**src/rtl/sa_pkg.sv**
```systemverilog
// Shared types and helpers for the weight-stationary systolic array.
// Optional macro SA_SATURATE_EN: enables the saturating PE accumulate helper.
package sa_pkg;

  localparam int unsigned DW_DEF    = 8;
  localparam int unsigned ACC_W_DEF = 20;

  typedef enum logic [1:0] {
    IDLE  = 2'd0,
    LOAD  = 2'd1,
    READY = 2'd2
  } sa_state_e;

  // Cycles from vector acceptance to its deskewed result.
  function automatic int unsigned sa_lat(input int unsigned rows, input int unsigned cols);
    return rows + cols - 1;
  endfunction

`ifdef SA_SATURATE_EN
  // Signed add clamped to the range of a w-bit two's complement value.
  function automatic logic signed [63:0] sa_sat_add(input logic signed [63:0] a,
                                                    input logic signed [63:0] b,
                                                    input int unsigned        w);
    logic signed [63:0] s;
    logic signed [63:0] hi;
    logic signed [63:0] lo;
    s  = a + b;
    hi = (64'sd1 <<< (w - 1)) - 64'sd1;
    lo = -hi - 64'sd1;
    if (s > hi) return hi;
    if (s < lo) return lo;
    return s;
  endfunction
`endif

endpackage

```
**src/rtl/sa_pe_ws.sv**
```systemverilog
// One weight-stationary PE: shift-in weight, forwarded activation, signed MAC.
// Optional macro SA_SATURATE_EN: accumulate saturates instead of wrapping.
module sa_pe_ws
  import sa_pkg::*;
#(
  parameter int unsigned DW    = DW_DEF,
  parameter int unsigned ACC_W = ACC_W_DEF
) (
  input  logic                    clk,
  input  logic                    rst_n,
  input  logic                    w_clr_i,
  input  logic                    w_shift_i,
  input  logic signed [DW-1:0]    w_i,
  output logic signed [DW-1:0]    w_o,
  input  logic signed [DW-1:0]    act_i,
  output logic signed [DW-1:0]    act_o,
  input  logic signed [ACC_W-1:0] psum_i,
  input  logic                    psum_en_i,
  output logic signed [ACC_W-1:0] psum_o
);

  logic signed [DW-1:0]    w_q;
  logic signed [DW-1:0]    a_q;
  logic signed [ACC_W-1:0] p_q;
  logic signed [ACC_W-1:0] p_d;
  logic signed [2*DW-1:0]  prod;

  // Multiply the incoming activation by the resident weight and add the psum from above.
  always_comb begin
    prod = (2*DW)'(act_i) * (2*DW)'(w_q);
`ifdef SA_SATURATE_EN
    p_d  = ACC_W'(sa_sat_add(64'(psum_i), 64'(prod), ACC_W));
`else
    p_d  = psum_i + ACC_W'(prod);
`endif
  end

  // Weight, activation and psum registers; clear only flushes the weight.
  always_ff @(posedge clk or negedge rst_n) begin
    if (!rst_n) begin
      w_q <= '0;
      a_q <= '0;
      p_q <= '0;
    end else begin
      if (w_clr_i)        w_q <= '0;
      else if (w_shift_i) w_q <= w_i;
      a_q <= act_i;
      if (psum_en_i)      p_q <= p_d;
    end
  end

  assign w_o    = w_q;
  assign act_o  = a_q;
  assign psum_o = p_q;

endmodule

```
**src/rtl/sa_ws_array_ctrl.sv**
```systemverilog
// ROWS x COLS weight-stationary systolic array with load sequencer, skew/deskew
// and valid/ready handshakes. Optional macro SA_SATURATE_EN: saturating PE adds.
module sa_ws_array_ctrl
  import sa_pkg::*;
#(
  parameter int unsigned ROWS  = 4,
  parameter int unsigned COLS  = 4,
  parameter int unsigned DW    = DW_DEF,
  parameter int unsigned ACC_W = ACC_W_DEF
) (
  input  logic                  clk,
  input  logic                  rst,
  input  logic                  clear,
  input  logic                  load_start,
  output logic                  load_ready,
  input  logic                  w_valid,
  output logic                  w_ready,
  input  logic [COLS*DW-1:0]    w_in,
  input  logic                  act_valid,
  output logic                  act_ready,
  input  logic [ROWS*DW-1:0]    act_in,
  output logic                  out_valid,
  output logic [COLS*ACC_W-1:0] psum_out,
  output logic                  weights_loaded
);

  localparam int unsigned L  = sa_lat(ROWS, COLS);
  localparam int unsigned IW = $clog2(L + 1);
  localparam int unsigned CW = $clog2(ROWS);

  sa_state_e      state_q, state_d;
  logic [CW-1:0]  cnt_q, cnt_d;
  logic [IW-1:0]  inflight_q, inflight_d;
  logic [L-1:0]   vld_q;
  logic           load_fire, w_fire, accept;

  logic signed [DW-1:0]    skew_out  [ROWS];
  logic signed [DW-1:0]    w_grid    [ROWS][COLS];
  logic signed [DW-1:0]    act_grid  [ROWS][COLS];
  logic signed [ACC_W-1:0] psum_grid [ROWS][COLS];
  logic signed [ACC_W-1:0] col_res   [COLS];

  // Handshake decodes; weight beats wait for an empty pipe so resident weights never move under data.
  assign load_ready     = (state_q != LOAD) && (inflight_q == '0);
  assign w_ready        = (state_q == LOAD) && (inflight_q == '0);
  assign act_ready      = (state_q == READY);
  assign weights_loaded = (state_q == READY);
  assign out_valid      = vld_q[L-1];
  assign load_fire      = load_start && load_ready && !clear;
  assign w_fire         = w_valid && w_ready && !clear;
  assign accept         = act_valid && act_ready && !clear;

  // Next state and beat counter.
  always_comb begin
    state_d = state_q;
    cnt_d   = cnt_q;
    if (clear) begin
      state_d = IDLE;
      cnt_d   = '0;
    end else begin
      unique case (state_q)
        LOAD: begin
          if (w_fire) begin
            if (cnt_q == CW'(ROWS - 1)) begin
              state_d = READY;
              cnt_d   = '0;
            end else begin
              cnt_d = cnt_q + CW'(1);
            end
          end
        end
        default: begin
          if (load_fire) begin
            state_d = LOAD;
            cnt_d   = '0;
          end
        end
      endcase
    end
  end

  // In-flight vector count: up on accept, down on output.
  always_comb begin
    inflight_d = inflight_q;
    if (clear)                    inflight_d = '0;
    else if (accept && !out_valid) inflight_d = inflight_q + IW'(1);
    else if (!accept && out_valid) inflight_d = inflight_q - IW'(1);
  end

  // Control registers and the valid shift pipe.
  always_ff @(posedge clk or negedge rst) begin
    if (!rst) begin
      state_q    <= IDLE;
      cnt_q      <= '0;
      inflight_q <= '0;
      vld_q      <= '0;
    end else begin
      state_q    <= state_d;
      cnt_q      <= cnt_d;
      inflight_q <= inflight_d;
      vld_q      <= clear ? '0 : {vld_q[L-2:0], accept};
    end
  end

  // Input skew: row r delayed r cycles, bubbles enter as zero.
  for (genvar r = 0; r < ROWS; r++) begin : g_skew
    logic signed [DW-1:0] lane;
    assign lane = accept ? act_in[r*DW +: DW] : '0;
    if (r == 0) begin : g_direct
      assign skew_out[r] = lane;
    end else begin : g_dly
      logic signed [DW-1:0] sk_q [r];
      // Skew delay line for this row.
      always_ff @(posedge clk or negedge rst) begin
        if (!rst) begin
          for (int i = 0; i < r; i++) sk_q[i] <= '0;
        end else begin
          sk_q[0] <= lane;
          for (int i = 1; i < r; i++) sk_q[i] <= sk_q[i-1];
        end
      end
      assign skew_out[r] = sk_q[r-1];
    end
  end

  // PE grid: weights shift down, activations shift right, psums shift down.
  for (genvar r = 0; r < ROWS; r++) begin : g_row
    for (genvar c = 0; c < COLS; c++) begin : g_col
      logic signed [DW-1:0]    a_src, w_src;
      logic signed [ACC_W-1:0] p_src;
      logic                    p_en;

      if (c == 0) begin : g_a0
        assign a_src = skew_out[r];
      end else begin : g_an
        assign a_src = act_grid[r][c-1];
      end

      if (r == 0) begin : g_top
        assign w_src = w_in[c*DW +: DW];
        assign p_src = '0;
      end else begin : g_mid
        assign w_src = w_grid[r-1][c];
        assign p_src = psum_grid[r-1][c];
      end

      // Bottom row holds its result between valid vectors so outputs hold too.
      if (r == ROWS - 1) begin : g_bot
        assign p_en = vld_q[ROWS-2+c] && !clear;
      end else begin : g_run
        assign p_en = 1'b1;
      end

      sa_pe_ws #(.DW(DW), .ACC_W(ACC_W)) u_pe (
        .clk       (clk),
        .rst_n     (rst),
        .w_clr_i   (clear),
        .w_shift_i (w_fire),
        .w_i       (w_src),
        .w_o       (w_grid[r][c]),
        .act_i     (a_src),
        .act_o     (act_grid[r][c]),
        .psum_i    (p_src),
        .psum_en_i (p_en),
        .psum_o    (psum_grid[r][c])
      );
    end
  end

  // Output deskew: column c delayed COLS-1-c cycles, each stage advancing only with its vector.
  for (genvar c = 0; c < COLS; c++) begin : g_dsk
    localparam int unsigned D = COLS - 1 - c;
    if (D == 0) begin : g_direct
      assign col_res[c] = psum_grid[ROWS-1][c];
    end else begin : g_dly
      logic signed [ACC_W-1:0] dk_q [D];
      // Deskew stages gated by the matching valid bit.
      always_ff @(posedge clk or negedge rst) begin
        if (!rst) begin
          for (int i = 0; i < D; i++) dk_q[i] <= '0;
        end else begin
          for (int i = 0; i < D; i++) begin
            if (vld_q[ROWS-1+c+i] && !clear) begin
              dk_q[i] <= (i == 0) ? psum_grid[ROWS-1][c] : dk_q[(i == 0) ? 0 : i-1];
            end
          end
        end
      end
      assign col_res[c] = dk_q[D-1];
    end
  end

  // Pack column results onto the output bus.
  always_comb begin
    psum_out = '0;
    for (int c = 0; c < COLS; c++) psum_out[c*ACC_W +: ACC_W] = col_res[c];
  end

endmodule

```
**config.mk**
```make
export PLATFORM = sky130hd
export DESIGN_NAME = sa_ws_array_ctrl
export DESIGN_NICKNAME = d
export VERILOG_FILES = /design/src/rtl/sa_pkg.sv /design/src/rtl/sa_pe_ws.sv /design/src/rtl/sa_ws_array_ctrl.sv
export SDC_FILE = /design/constraint.sdc
export NUM_CORES = 2
export LEC_CHECK = 0
export CORE_MARGIN = 1.5
export CORE_UTILIZATION = 40
export DETAILED_ROUTE_END_ITERATION = 8
export SYNTH_ARGS = -nofsm -noshare
export SYNTH_HDL_FRONTEND = slang
export SYNTH_SLANG_ARGS = --single-unit
export TNS_END_PERCENT = 30
```
**constraint.sdc**
```tcl
create_clock -name clk -period 6.65 [get_ports clk]
set_input_delay 1.33 -clock clk [delete_from_list [all_inputs] [get_ports clk]]
set_output_delay 1.33 -clock clk [all_outputs]
set_load 0.05 [all_outputs]
```
==> out/results.ini <==
[clock_tree]
numCtsBuffers=89
clkSlewWorstSetupHoldPaths_ns=0.06
clk_latency_ns=0.74
cts_root_buffer=clkbuf_16
cts_setup_buffers=0
ctsHoldBuffers=0
clock_sinks=698
htree_num_levels=3
cts_buffer_depth=3
postCtsResizedCells=0
cts_tree=yes

[outcome]
status=finished, final reports clean

[die]
die_area_sq_um=186000
row_count=156
ios=155
start_util_pct=40.4
core_sq_um=181000
die_h_um=431
die_x_um=431

[route]
viasPerCell=4.65
ant_nets=0
dr_total_vias=46401
drc=0
dr.first_iter.drc_count=1991
drt-pass1-iter-count=5
routed_wl_mm=148
wire_per_inst_um=14.8

[sta]
rsz0062_at_grt=no
worstMarginPinSlew_ns=0.928
drv_slew=0
setup_tns_ns=0
fin_skew_ns=0.0604
fmax_mhz=175
setup_viol=0
timing.final.crit_share_pct=86.0
hold_viol_final=0
slew_headroom_pct=38.2
period_needed_ns=5.72

[setup_path]
crit_arrival_ns=6.30
required_ns=7.24
crit_fanout=33
critPathKind=input pin to flop
critPathCaptureType=flop
startpoint_type=input pin

[logic_synthesis]
synth_top_family_by_area=adder cells
avgSynthCellArea_sq_um=9.78
yosysUniqueCellTypes=70
synth_edf_count=0
synth_simple_gate_area_share_pct=13.7
syn_nets=9405
netlist_instances=7489
synthFlopType=dfrtp_1
yosys.area_share.adder_pct=44.0
synthMuxAreaShare_pct=0.166
ys_seq_area_share_pct=23.8
async_flop_share_pct=100
synth-xor-area-share_pct=3.28
synth.yosys.warnings=0
synth_area_sq_um=73300
synth_compound_area_share_pct=5.01
ys_seq_elements=698

[place]
port_buffers=154
gp_congestion=0.846
dp_hpwl_mm=120
post-place-cells=9810

[layout]
final_core_util_pct=44.2
drive_gt1_share_pct=2.70
stdcell_count=9974
multiInputGateArea_sq_um=48400
nets=9447
fillers=17388
seqCellArea_sq_um=17500
syn2layout_area_growth_pct=9.49

[grt]
grt_pass1_vias=50867
grt_pass1_wl_mm=257
grt_overflow=0
grt_max_degree=158
grt_usage_pct=16.7
antenna_found_initial=3

[run]
maxCapViolCount=0

[power]
powerDensity_nw_per_um2=127
power_leakage_nw=42.5
peakVddDrop_mv=0.190

[min_path]
hold_class=flop to flop

==> through the flow <==
stage	instance area [sq um]	hold WS [ns]	worst slack [ns]	total power [mW]
after floorplan	73300	0.331	1.10	4.87
after global placement	77000	0.332	0.313	5.16
after detailed placement	77000	0.335	0.256	5.17
after CTS	80200	0.348	0.987	10.4
after global routing	80200	0.349	0.609	10.7
final	80200	0.345	0.934	10.2
==> cell type report <==
class	instances	area share [%]
Multi-Input combinational cell	4869	60.4
Clock inverter	46	0.861
Timing Repair Buffer	179	2.26
Antenna cell	1	0.00312
Sequential cell	698	21.8
Tap cell	2370	3.70
Clock buffer	117	3.09
Inverter	1694	7.93
==> synth_stat cells, drive strengths merged, types with 22 or more instances <==
library cell	instances	area, sq um
inv	1692	6350
fa	1213	24300
nand2	1164	4370
dfrtp	698	17500
ha	633	7920
and2	540	3380
a21oi	265	1330
xnor2	206	1800
clkbuf	167	627
o21ai	148	741
nor2	125	469
nand2b	72	450
xor2	68	596
buf	61	404
and3	56	350
nor2b	55	344
a21o	47	353
nor3	33	170
o21a	31	234
nand3	24	120
a211oi	23	178
o21bai	22	165
==> cells in the final DEF (no fill, tap or decap), drive strengths merged, types with 4 or more instances in the layout <==
cell type      synthesis  layout
a211o                  6       6
a211oi                23      23
a21boi                 4       4
a21o                  47      47
a21oi                265     265
a31oi                 13      13
and2                 540     540
and3                  56      56
buf                   61      27
bufinv                 0      10
clkbuf               167     117
clkdlybuf4s50          0     152
clkinv                 2      21
clkinvlp               0      10
dfrtp                698     698
fa                  1213    1213
ha                   633     633
inv                 1692    1699
mux2                   9       9
nand2               1164    1164
nand2b                72      72
nand3                 24      24
nand3b                 7       7
nand4                  4       4
nor2                 125     125
nor2b                 55      55
nor3                  33      33
nor3b                  4       4
nor4                  11      11
o211ai                13      13
o21a                  31      31
o21ai                148     148
o21bai                22      22
o31ai                  9       9
or2                    5       5
or3                   16      16
xnor2                206     206
xor2                  68      68
==> path summary, 6_finish.rpt <==
kind | slack, ns | endpoint | start | cells past startpoint
min in group asynchronous | 0.61 | g_row[0].g_col[3].u_pe.w_o[2] | rst | 1
hold / removal | 0.35 | g_row[3].g_col[0].a_src[4] | g_skew[3].g_dly.sk_q[12] | 0
max in group asynchronous | 4.63 | g_row[2].g_col[0].u_pe.psum_o[16] | rst | 2
setup reg to reg | 1.02 | g_row[3].g_col[3].u_pe.psum_o[18] | g_row[3].g_col[3].u_pe.w_o[0] | 15
hold reg to reg | 0.35 | g_row[3].g_col[0].a_src[4] | g_skew[3].g_dly.sk_q[12] | 0
setup / recovery | 0.93 | g_row[0].g_col[0].u_pe.psum_o[14] | act_valid | 18
==> power breakdown <==
part,total [mW],internal [mW],leakage [nW],switching [mW]
combinational,0.724,0.274,31.3,0.450
sequential,4.35,4.30,9.71,0.0495
clock,5.14,3.06,1.52,2.08
==> kinds of logic (layout without fill, tap and decap cells) <==
kind of cell / after synthesis / in the layout
buf+inv: 1922 / 2036
other cells: 0 / 1
simple gates: 2121 / 2121
fa+ha+maj: 1846 / 1846
mux: 11 / 11
compound gates: 617 / 617
flops: 698 / 698
xor+xnor: 274 / 274
==> metal layers <==
layer  vias up  track usage [%]  routed length [um]
li1      22418                -                   -
met1     23356             23.0               70800
met2       469             28.3               69600
met3       158             1.97                4020
met4         0             3.89                3240
met5         -                0                   0
==> registers in the layout, summed over array words and instances (netlist names) <==
name,count
g_dsk.g_dly.dk_q,80
g_row.g_col.a_src,24
g_row.g_col.u_pe.psum_o,292
g_row.g_col.u_pe.w_o,128
g_skew.g_dly.sk_q,24
psum_out,40
cnt_q,2
inflight_q,3
vld_q,7
g_row.g_col.u_pe.act_o,96
state_q,2
==> worst max-delay path: stages <==
cell and delay (ns):
clkdlybuf4s50_1 0.46, nand2_1 0.14, nor2_4 0.17, buf_12 0.19
and2_1 0.24, nand2_1 0.15, fa_1 0.75, inv_1 0.10
fa_1 0.51, inv_1 0.05, fa_1 0.50, inv_1 0.05
fa_1 0.46, ha_1 0.35, inv_1 0.09, or3_1 0.34
a311o_1 0.28, o311ai_1 0.09
Note: power is estimated with default switching activity, not from simulation.
